$ cat config.mk
export PLATFORM = sky130hd
export DESIGN_NAME = npc_pipe_ctrl_flat
export DESIGN_NICKNAME = d
export VERILOG_FILES = /design/src/rtl/npc_pipe_ctrl_if.sv /design/src/rtl/npc_pipe_ctrl.sv /design/src/flat_wrapper.sv
export SDC_FILE = /design/constraint.sdc
export NUM_CORES = 1
export LEC_CHECK = 0
export ABC_AREA = 1
export CAP_MARGIN = 20
export CELL_PAD_IN_SITES_DETAIL_PLACEMENT = 2
export CELL_PAD_IN_SITES_GLOBAL_PLACEMENT = 2
export CORE_ASPECT_RATIO = 0.5
export CORE_MARGIN = 8
export CORE_UTILIZATION = 27
export DETAILED_ROUTE_END_ITERATION = 10
export HOLD_SLACK_MARGIN = 0.05
export PLACE_DENSITY_LB_ADDON = 0.1
export SYNTH_ARGS = -nofsm -noshare
export SYNTH_HDL_FRONTEND = slang
export SYNTH_SLANG_ARGS = --single-unit
$ cat constraint.sdc
create_clock -name clk -period 4.12 [get_ports clk]
set_clock_uncertainty 0.2 [all_clocks]
set_input_delay 0.824 -clock clk [delete_from_list [all_inputs] [get_ports clk]]
set_output_delay 0.824 -clock clk [all_outputs]
set_load 0.01 [all_outputs]
$ cat src/rtl/npc_pipe_ctrl_if.sv
// Fetch-address controller bundle: decode/exception requests in, fetch PC state out.
// misalign exists only when NPC_ALIGN_CHK_EN is defined.
interface npc_pipe_ctrl_if #(
  parameter int WIDTH = 32
);
  logic             stall;
  logic             br_req;
  logic [1:0]       br_src;
  logic [WIDTH-1:0] br_pc;
  logic [WIDTH-1:0] ext_num;
  logic [WIDTH-1:0] rd1;
  logic             exc_req;
  logic [WIDTH-1:0] exc_pc;
  logic             eret;
  logic [WIDTH-1:0] pc;
  logic [WIDTH-1:0] pc_plus;
  logic [WIDTH-1:0] epc;
  logic             flush;
  logic             pend_valid;
`ifdef NPC_ALIGN_CHK_EN
  logic             misalign;
`endif

  // Pipeline side: issues requests, observes the fetch PC.
  modport master (
    output stall, br_req, br_src, br_pc, ext_num, rd1, exc_req, exc_pc, eret,
`ifdef NPC_ALIGN_CHK_EN
    input  misalign,
`endif
    input  pc, pc_plus, epc, flush, pend_valid
  );

  // Controller side.
  modport slave (
    input  stall, br_req, br_src, br_pc, ext_num, rd1, exc_req, exc_pc, eret,
`ifdef NPC_ALIGN_CHK_EN
    output misalign,
`endif
    output pc, pc_plus, epc, flush, pend_valid
  );
endinterface

$ cat src/rtl/npc_pipe_ctrl.sv
// Next-PC controller: exception > eret > stall/buffer > live redirect > pending redirect > sequential.
// Optional NPC_ALIGN_CHK_EN diverts misaligned redirect targets to the exception vector.
module npc_pipe_ctrl #(
  parameter int               WIDTH    = 32,
  parameter logic [WIDTH-1:0] RESET_PC = 32'h0000_3000,
  parameter logic [WIDTH-1:0] EXC_VEC  = 32'h0000_4180,
  parameter int               STEP     = 4
) (
  input logic           clk,
  input logic           reset,
  npc_pipe_ctrl_if.slave bus
);

  typedef enum logic {IDLE, PEND} state_e;

  localparam logic [WIDTH-1:0] STEP_W = WIDTH'(STEP);

  state_e           state_q, state_d;
  logic [WIDTH-1:0] pc_q, pc_d;
  logic [WIDTH-1:0] epc_q, epc_d;
  logic [WIDTH-1:0] pend_target_q, pend_target_d;
  logic             flush_q, flush_d;
  logic             misalign_q, misalign_d;
  logic [WIDTH-1:0] target;
  logic             br_valid;
  logic [WIDTH-1:0] load_addr;

  // Reserved kind (3) is dropped entirely and never counts as a redirect.
  always_comb begin
    target   = '0;
    br_valid = bus.br_req;
    case (bus.br_src)
      2'd0:    target = bus.br_pc + STEP_W + (bus.ext_num << 2);
      2'd1:    target = bus.ext_num;
      2'd2:    target = bus.rd1;
      default: br_valid = 1'b0;
    endcase
  end

  // NOTE: every variable gets a default before any branch so no path leaves
  // it unassigned; otherwise synthesis infers a latch.
  always_comb begin
    state_d       = state_q;
    pc_d          = pc_q + STEP_W;
    epc_d         = epc_q;
    pend_target_d = pend_target_q;
    flush_d       = 1'b0;
    misalign_d    = 1'b0;
    load_addr     = '0;

    if (bus.exc_req) begin
      pc_d    = EXC_VEC;
      epc_d   = bus.exc_pc;
      state_d = IDLE;
      flush_d = 1'b1;
    end else if (bus.eret) begin
      pc_d    = epc_q;
      state_d = IDLE;
      flush_d = 1'b1;
    end else if (bus.stall) begin
      pc_d = pc_q;
      if (br_valid) begin
        pend_target_d = target;
        state_d       = PEND;
      end
    end else if (br_valid || state_q == PEND) begin
      load_addr = br_valid ? target : pend_target_q;
      state_d   = IDLE;
      flush_d   = 1'b1;
      pc_d      = load_addr;
`ifdef NPC_ALIGN_CHK_EN
      if (load_addr[1:0] != 2'b00) begin
        pc_d       = EXC_VEC;
        epc_d      = load_addr;
        misalign_d = 1'b1;
      end
`endif
    end
  end

  // NOTE: state registers use non-blocking assignments so every flop samples
  // the pre-edge values regardless of statement order.
  always_ff @(posedge clk) begin
    if (reset) begin
      state_q       <= IDLE;
      pc_q          <= RESET_PC;
      epc_q         <= '0;
      pend_target_q <= '0;
      flush_q       <= 1'b0;
      misalign_q    <= 1'b0;
    end else begin
      state_q       <= state_d;
      pc_q          <= pc_d;
      epc_q         <= epc_d;
      pend_target_q <= pend_target_d;
      flush_q       <= flush_d;
      misalign_q    <= misalign_d;
    end
  end

  assign bus.pc         = pc_q;
  assign bus.pc_plus    = pc_q + STEP_W;
  assign bus.epc        = epc_q;
  assign bus.flush      = flush_q;
  assign bus.pend_valid = (state_q == PEND);
`ifdef NPC_ALIGN_CHK_EN
  assign bus.misalign   = misalign_q;
`else
  logic unused_misalign;
  assign unused_misalign = misalign_q;
`endif

endmodule

$ cat src/flat_wrapper.sv
// flat-port wrapper written by rule: the top's interface ports become plain ports
module npc_pipe_ctrl_flat 
#(
  parameter int               WIDTH    = 32,
  parameter logic [WIDTH-1:0] RESET_PC = 32'h0000_3000,
  parameter logic [WIDTH-1:0] EXC_VEC  = 32'h0000_4180,
  parameter int               STEP     = 4
)
  (clk, reset, bus_stall, bus_br_req, bus_br_src, bus_br_pc, bus_ext_num, bus_rd1, bus_exc_req, bus_exc_pc, bus_eret, bus_pc, bus_pc_plus, bus_epc, bus_flush, bus_pend_valid);
  npc_pipe_ctrl_if #(.WIDTH(WIDTH)) bus_i ();
  input logic clk;
  input logic reset;
  input wire logic [$bits(bus_i.stall)-1:0] bus_stall;
  input wire logic [$bits(bus_i.br_req)-1:0] bus_br_req;
  input wire logic [$bits(bus_i.br_src)-1:0] bus_br_src;
  input wire logic [$bits(bus_i.br_pc)-1:0] bus_br_pc;
  input wire logic [$bits(bus_i.ext_num)-1:0] bus_ext_num;
  input wire logic [$bits(bus_i.rd1)-1:0] bus_rd1;
  input wire logic [$bits(bus_i.exc_req)-1:0] bus_exc_req;
  input wire logic [$bits(bus_i.exc_pc)-1:0] bus_exc_pc;
  input wire logic [$bits(bus_i.eret)-1:0] bus_eret;
  output wire logic [$bits(bus_i.pc)-1:0] bus_pc;
  output wire logic [$bits(bus_i.pc_plus)-1:0] bus_pc_plus;
  output wire logic [$bits(bus_i.epc)-1:0] bus_epc;
  output wire logic [$bits(bus_i.flush)-1:0] bus_flush;
  output wire logic [$bits(bus_i.pend_valid)-1:0] bus_pend_valid;
  assign bus_i.stall = bus_stall;
  assign bus_i.br_req = bus_br_req;
  assign bus_i.br_src = bus_br_src;
  assign bus_i.br_pc = bus_br_pc;
  assign bus_i.ext_num = bus_ext_num;
  assign bus_i.rd1 = bus_rd1;
  assign bus_i.exc_req = bus_exc_req;
  assign bus_i.exc_pc = bus_exc_pc;
  assign bus_i.eret = bus_eret;
  assign bus_pc = bus_i.pc;
  assign bus_pc_plus = bus_i.pc_plus;
  assign bus_epc = bus_i.epc;
  assign bus_flush = bus_i.flush;
  assign bus_pend_valid = bus_i.pend_valid;
  npc_pipe_ctrl #(.WIDTH(WIDTH), .RESET_PC(RESET_PC), .EXC_VEC(EXC_VEC), .STEP(STEP)) u_core (.clk(clk), .reset(reset), .bus(bus_i));
endmodule
; Word level (Yosys, flattened, before mapping)
; Index checks and enable logic that the tools add are counted.
[word_totals]
regBits = 98
elab_cells = 38
[classes]
n_reduce_logical = 8
eq_ne = 5
add_sub_neg = 3
mux = 14
bitwise = 2
[ops]
columns = operator, count
row1 = two-way mux 32 bit, 4
row2 = case mux 32 bit (3 select lines), 1
row3 = adder 32 x 3 -> 32 bit (second input constant), 2
row4 = adder 32 bit, 1
row5 = two-way mux 15 bit, 1
row6 = two-way mux 1 bit, 8
row7 = OR reduction 3 bit, 2
row8 = != test 2 x 1 -> 1 bit (second input constant), 2
row9 = != test 3 x 1 -> 1 bit (second input constant), 1
row10 = AND reduction 3 bit, 1
row11 = == test 2 x 1 -> 1 bit (second input constant), 1
row12 = == test 2 bit (second input constant), 1
row13 = logical NOT 2 bit, 1
row14 = inverter 1 bit, 2
row15 = AND reduction 2 bit, 1
row16 = nonzero test 2 bit, 1
row17 = OR reduction 2 bit, 1
row18 = logical OR 1 bit, 1

; Depth between registers and ports, before layout
[depth]
ltp_word = 8
depth_mapped = 20
ltp_nobuf = 20

; Worst setup path after synthesis
; Ideal clock, no wire load.
[synth_path]
path_type = input to register
start = in bus_ext_num[1]
end = reg u_core.pc_q[27] (netlist: u_core.bus.pc[27])
slack_ps = 1151
cell_stages = 17
path_buffers = 0
t_required_ps = 3850
setup_ps = 70
arrival_ps = 2700
path_cell_list = ha_1 ha_1 inv_1 fa_1 inv_1 nand3_1 nand3_1 nand2_1 nand3_1 nand2_1 nand2_1 nand2_1 nand3_1 nand3_1 nand2_1 nand3_1 a21oi_1
[synth_via]
elab_chain_cells = 6
[synth_lines]
columns = element, line_no
row1 = from (decl), flat_wrapper.sv:17  ; input wire logic [$bits(bus_i.ext_num)-1:0] bus_ext_num;
row2 = adder 32 bit, npc_pipe_ctrl.sv:33  ; 2'd0: target = bus.br_pc + STEP_W + (bus.ext_num << 2);
row3 = case mux 32 bit (3 select lines), npc_pipe_ctrl.sv:32  ; case (bus.br_src)
row4 = two-way mux 32 bit, n/a
row5 = two-way mux 32 bit, npc_pipe_ctrl.sv:66  ; end else if (br_valid || state_q == PEND) begin
row6 = two-way mux 32 bit, npc_pipe_ctrl.sv:60  ; end else if (bus.stall) begin
row7 = two-way mux 32 bit, npc_pipe_ctrl.sv:56  ; end else if (bus.eret) begin
row8 = to (signal assigned), npc_pipe_ctrl.sv:93  ; pc_q <= pc_d;
row9 = to (decl), npc_pipe_ctrl.sv:19  ; logic [WIDTH-1:0] pc_q, pc_d;
; Every way passes these cells. The select of a mux whose other input is x is not followed.
; A chain may end at the register's enable or synchronous reset.

; Worst setup path after layout
[layout_path]
start = reg u_core.pc_q[13] (netlist: u_core.bus.pc[13])
end = out bus_pc_plus[14]
[layout_via]
elab_chain_cells = 1
[layout_lines]
columns = element, line_no
row1 = adder 32 x 3 -> 32 bit, npc_pipe_ctrl.sv:102  ; assign bus.pc_plus = pc_q + STEP_W;
row2 = to (decl), flat_wrapper.sv:23  ; output wire logic [$bits(bus_i.pc_plus)-1:0] bus_pc_plus;
; Every way passes these cells.

==> metrics.txt <==
fmax 258 MHz; startpoint types flop; Final Setup Violations 0; Power Total 2.98 mW; Setup CP Type flop to primary output; dpl cells 1921; sequential area share after synthesis 24.4%; drt first pass iters 4; Synth Area in XOR/XNOR 2.48%; via/cell ratio 5.04; Synth top area share 24.4%; DR WL/cell 21.7 um; share of synthesized flip-flops with an asynchronous set or reset 0%; clock insertion delay at the later pin of the skew report 0.36 ns; area of placed instances 10900 um2; Core ar. 29100 um2; Initial Utilization 27.6%; antenna violations before repair 1; Antenna Diode Count 0; fin crit share 94.0%; post-synthesis cell area 8030 um2; grt met2 use 38.5%; die area 35900 um2; Max-Cap Viols 0; largest family of logic cells by synthesized area simple AND/OR/NAND/NOR gates; clock-pin slew on the worst setup and hold paths 0.08 ns; synth unique cells 41; clk buf depth 2; grt ovf 0; share of cells above drive strength 1 5.44%; CTS H-Tree Depth 3; Sum Neg Setup Slack 0 ns; Worst Max-Slew Pin Slew 0.947 ns; Finished Cell Area 11100 um2; row cnt 44; pre-CTS setup slack -0.0101 ns; Antenna Nets Post-Route 0; crit path DAT 2.85 ns; most common cell in the netlist nand2_1; Max FO, Critical Path 5; complex-gate fraction of the synthesized area 19.8%; met3 usage 4.76%; Hold-fix buffers, CTS 0; Port-buffer cells 233; fin nets 1736; Post-Synth Adder-Cell Area 9.29%; Post-synth EDFFs 0; aggregate global-route resource usage 22.9%; Critical Path End Type primary output; fin worst setup slack 0.247 ns; final hold vios 0; busiest grt layer met2; vias in the first global route 10900; cell taking the most area after synthesis dfxtp_1; largest net degree at the start of global routing 51; Layout Cells excl Fill 1936; #FFs+latches synth 98; initial DRC count 468; die height 138 um; drt drc 0; Worst EP required 3.10 ns; simple-gate share of the synthesized area 32.3%; R2R setup slack 1.53 ns; first-pass GRT wire length 63700 um; fillcell total 3562; RSZ-0062 raised after global routing no; root buffer cell clkbuf_16; post-synthesis mux area share 0%; Hold Path Class flop to flop; top_reg_cell synth dfxtp_1; max-slew violation count 0; Static Leak 5.02 nW; largest cells by area after synthesis dfxtp_1 24%, nand2_1 16%, ha_1 9.0%; Placer Congestion 0.866; post-DP HPWL 34700 um; worst vdd rail ir drop 0.172 mV; GRT met1 Usage 30.0%; Post-Synthesis Cells 1321; commonest cells in the synthesized netlist 349 x nand2_1, 190 x inv_1, 121 x nor2_1; PwrDens 267 nW/um2; I/O Pins 234; CTS resizes 0; Sink Count 98; syn avg cell area 6.08 um2; status finished, final reports clean; Max transition margin 36.5%; post-synth net total 1516; Synth warnings 0; WL final 41900 um; die width 260 um; postcts setup bufs 0; CTS tree built; Vias 9766; fin crit period 3.87 ns; Syn-to-layout area delta 38.7%; CTS Buf Count 9
[critical path, stage by stage, from the launching register on]
cell and delay [ns]:
dfxtp_1 0.51, inv_1 0.12, nor4_1 0.61, and3_1 0.33, xor2_1 0.30, clkdlybuf4s50_1 0.61
[metrics by stage]
step	hold slack (ns)	utilization (%)
5_1_grt	0.327	38.2
6_report	0.291	38.2
2_1_floorplan	0.283	-
3_3_place_gp	0.273	37.3
4_1_cts	0.297	38.2
3_5_place_dp	0.282	37.3
[placed cells by master (no fill, tap or decap), types with 2 or more instances in the layout]
master and n:
nand4_1 10, nand2_2 3, nor3_1 21, nor2_4 2, nand3b_1 5, and2_1 3, a31oi_1 14, xor2_1 19
nand3_2 2, clkdlybuf4s50_1 233, xor2_2 2, clkinv_1 2, or2_2 20, and3_1 2, inv_2 5, inv_1 190
nor4_1 3, nand3_1 66, a32oi_1 5, nand2_1 349, ha_1 58, a221oi_1 23, buf_4 25, o22ai_1 12
nor2_2 5, dfxtp_1 98, nor2_1 120, clkinvlp_4 2, o21bai_1 3, clkbuf_16 9, o211ai_1 3, a21oi_1 109
o21ai_0 109
[flip-flops by register name, summed over array words and instances (netlist names), named ones only]
name                   cells
u_core.bus.epc            32
u_core.bus.flush           1
u_core.bus.pc             30
u_core.bus.pend_valid      1
u_core.pend_target_q      32
[layout make-up]
type | count | area (um2) | share of cell area, %
well taps | 391 | 489 | 4.39
clock buffers | 11 | 243 | 2.18
repair buffers | 259 | 2540 | 22.8
multi-input cells | 976 | 5130 | 46.1
clock inverters | 4 | 28.8 | 0.258
flip-flops and latches | 98 | 1960 | 17.6
inverters | 197 | 739 | 6.64
[where the power goes]
group,internal (mW),leakage [nW],total [mW],switching (mW)
combinational,0.452,4.09,1.11,0.654
sequential,1.00,0.806,1.05,0.0509
clock,0.424,0.128,0.820,0.396
[logic make-up after synthesis]
logic type / after synthesis
adders and majority gates: 59
DFF: 98
and+or+nand+nor: 613
xor gates and xnor gates: 21
buffers and inverters: 247
AOI/OAI and AO/OA: 283
[metal layers]
metal	share of wire [%]	up-vias
met5	0.021	-
met4	1.8	2
met3	4.6	37
met2	46	165
met1	48	4821
li1	-	4741
[path summary, 6_finish.rpt]
kind / endpoint / cells after the start / startpoint
worst max register to register: u_core.bus.pc[24]$_SDFFE_PP0P_ / 12 / u_core.bus.pc[2]$_SDFFE_PP0P_
worst min-delay path: u_core.bus.epc[12]$_SDFFE_PP0P_ / 2 / u_core.bus.epc[12]$_SDFFE_PP0P_
worst min register to register: u_core.bus.epc[12]$_SDFFE_PP0P_ / 2 / u_core.bus.epc[12]$_SDFFE_PP0P_
worst max-delay path: bus_pc_plus[14] / 5 / u_core.bus.pc[13]$_SDFFE_PP1N_
No activity file was read; power rests on OpenSTA's default activity.
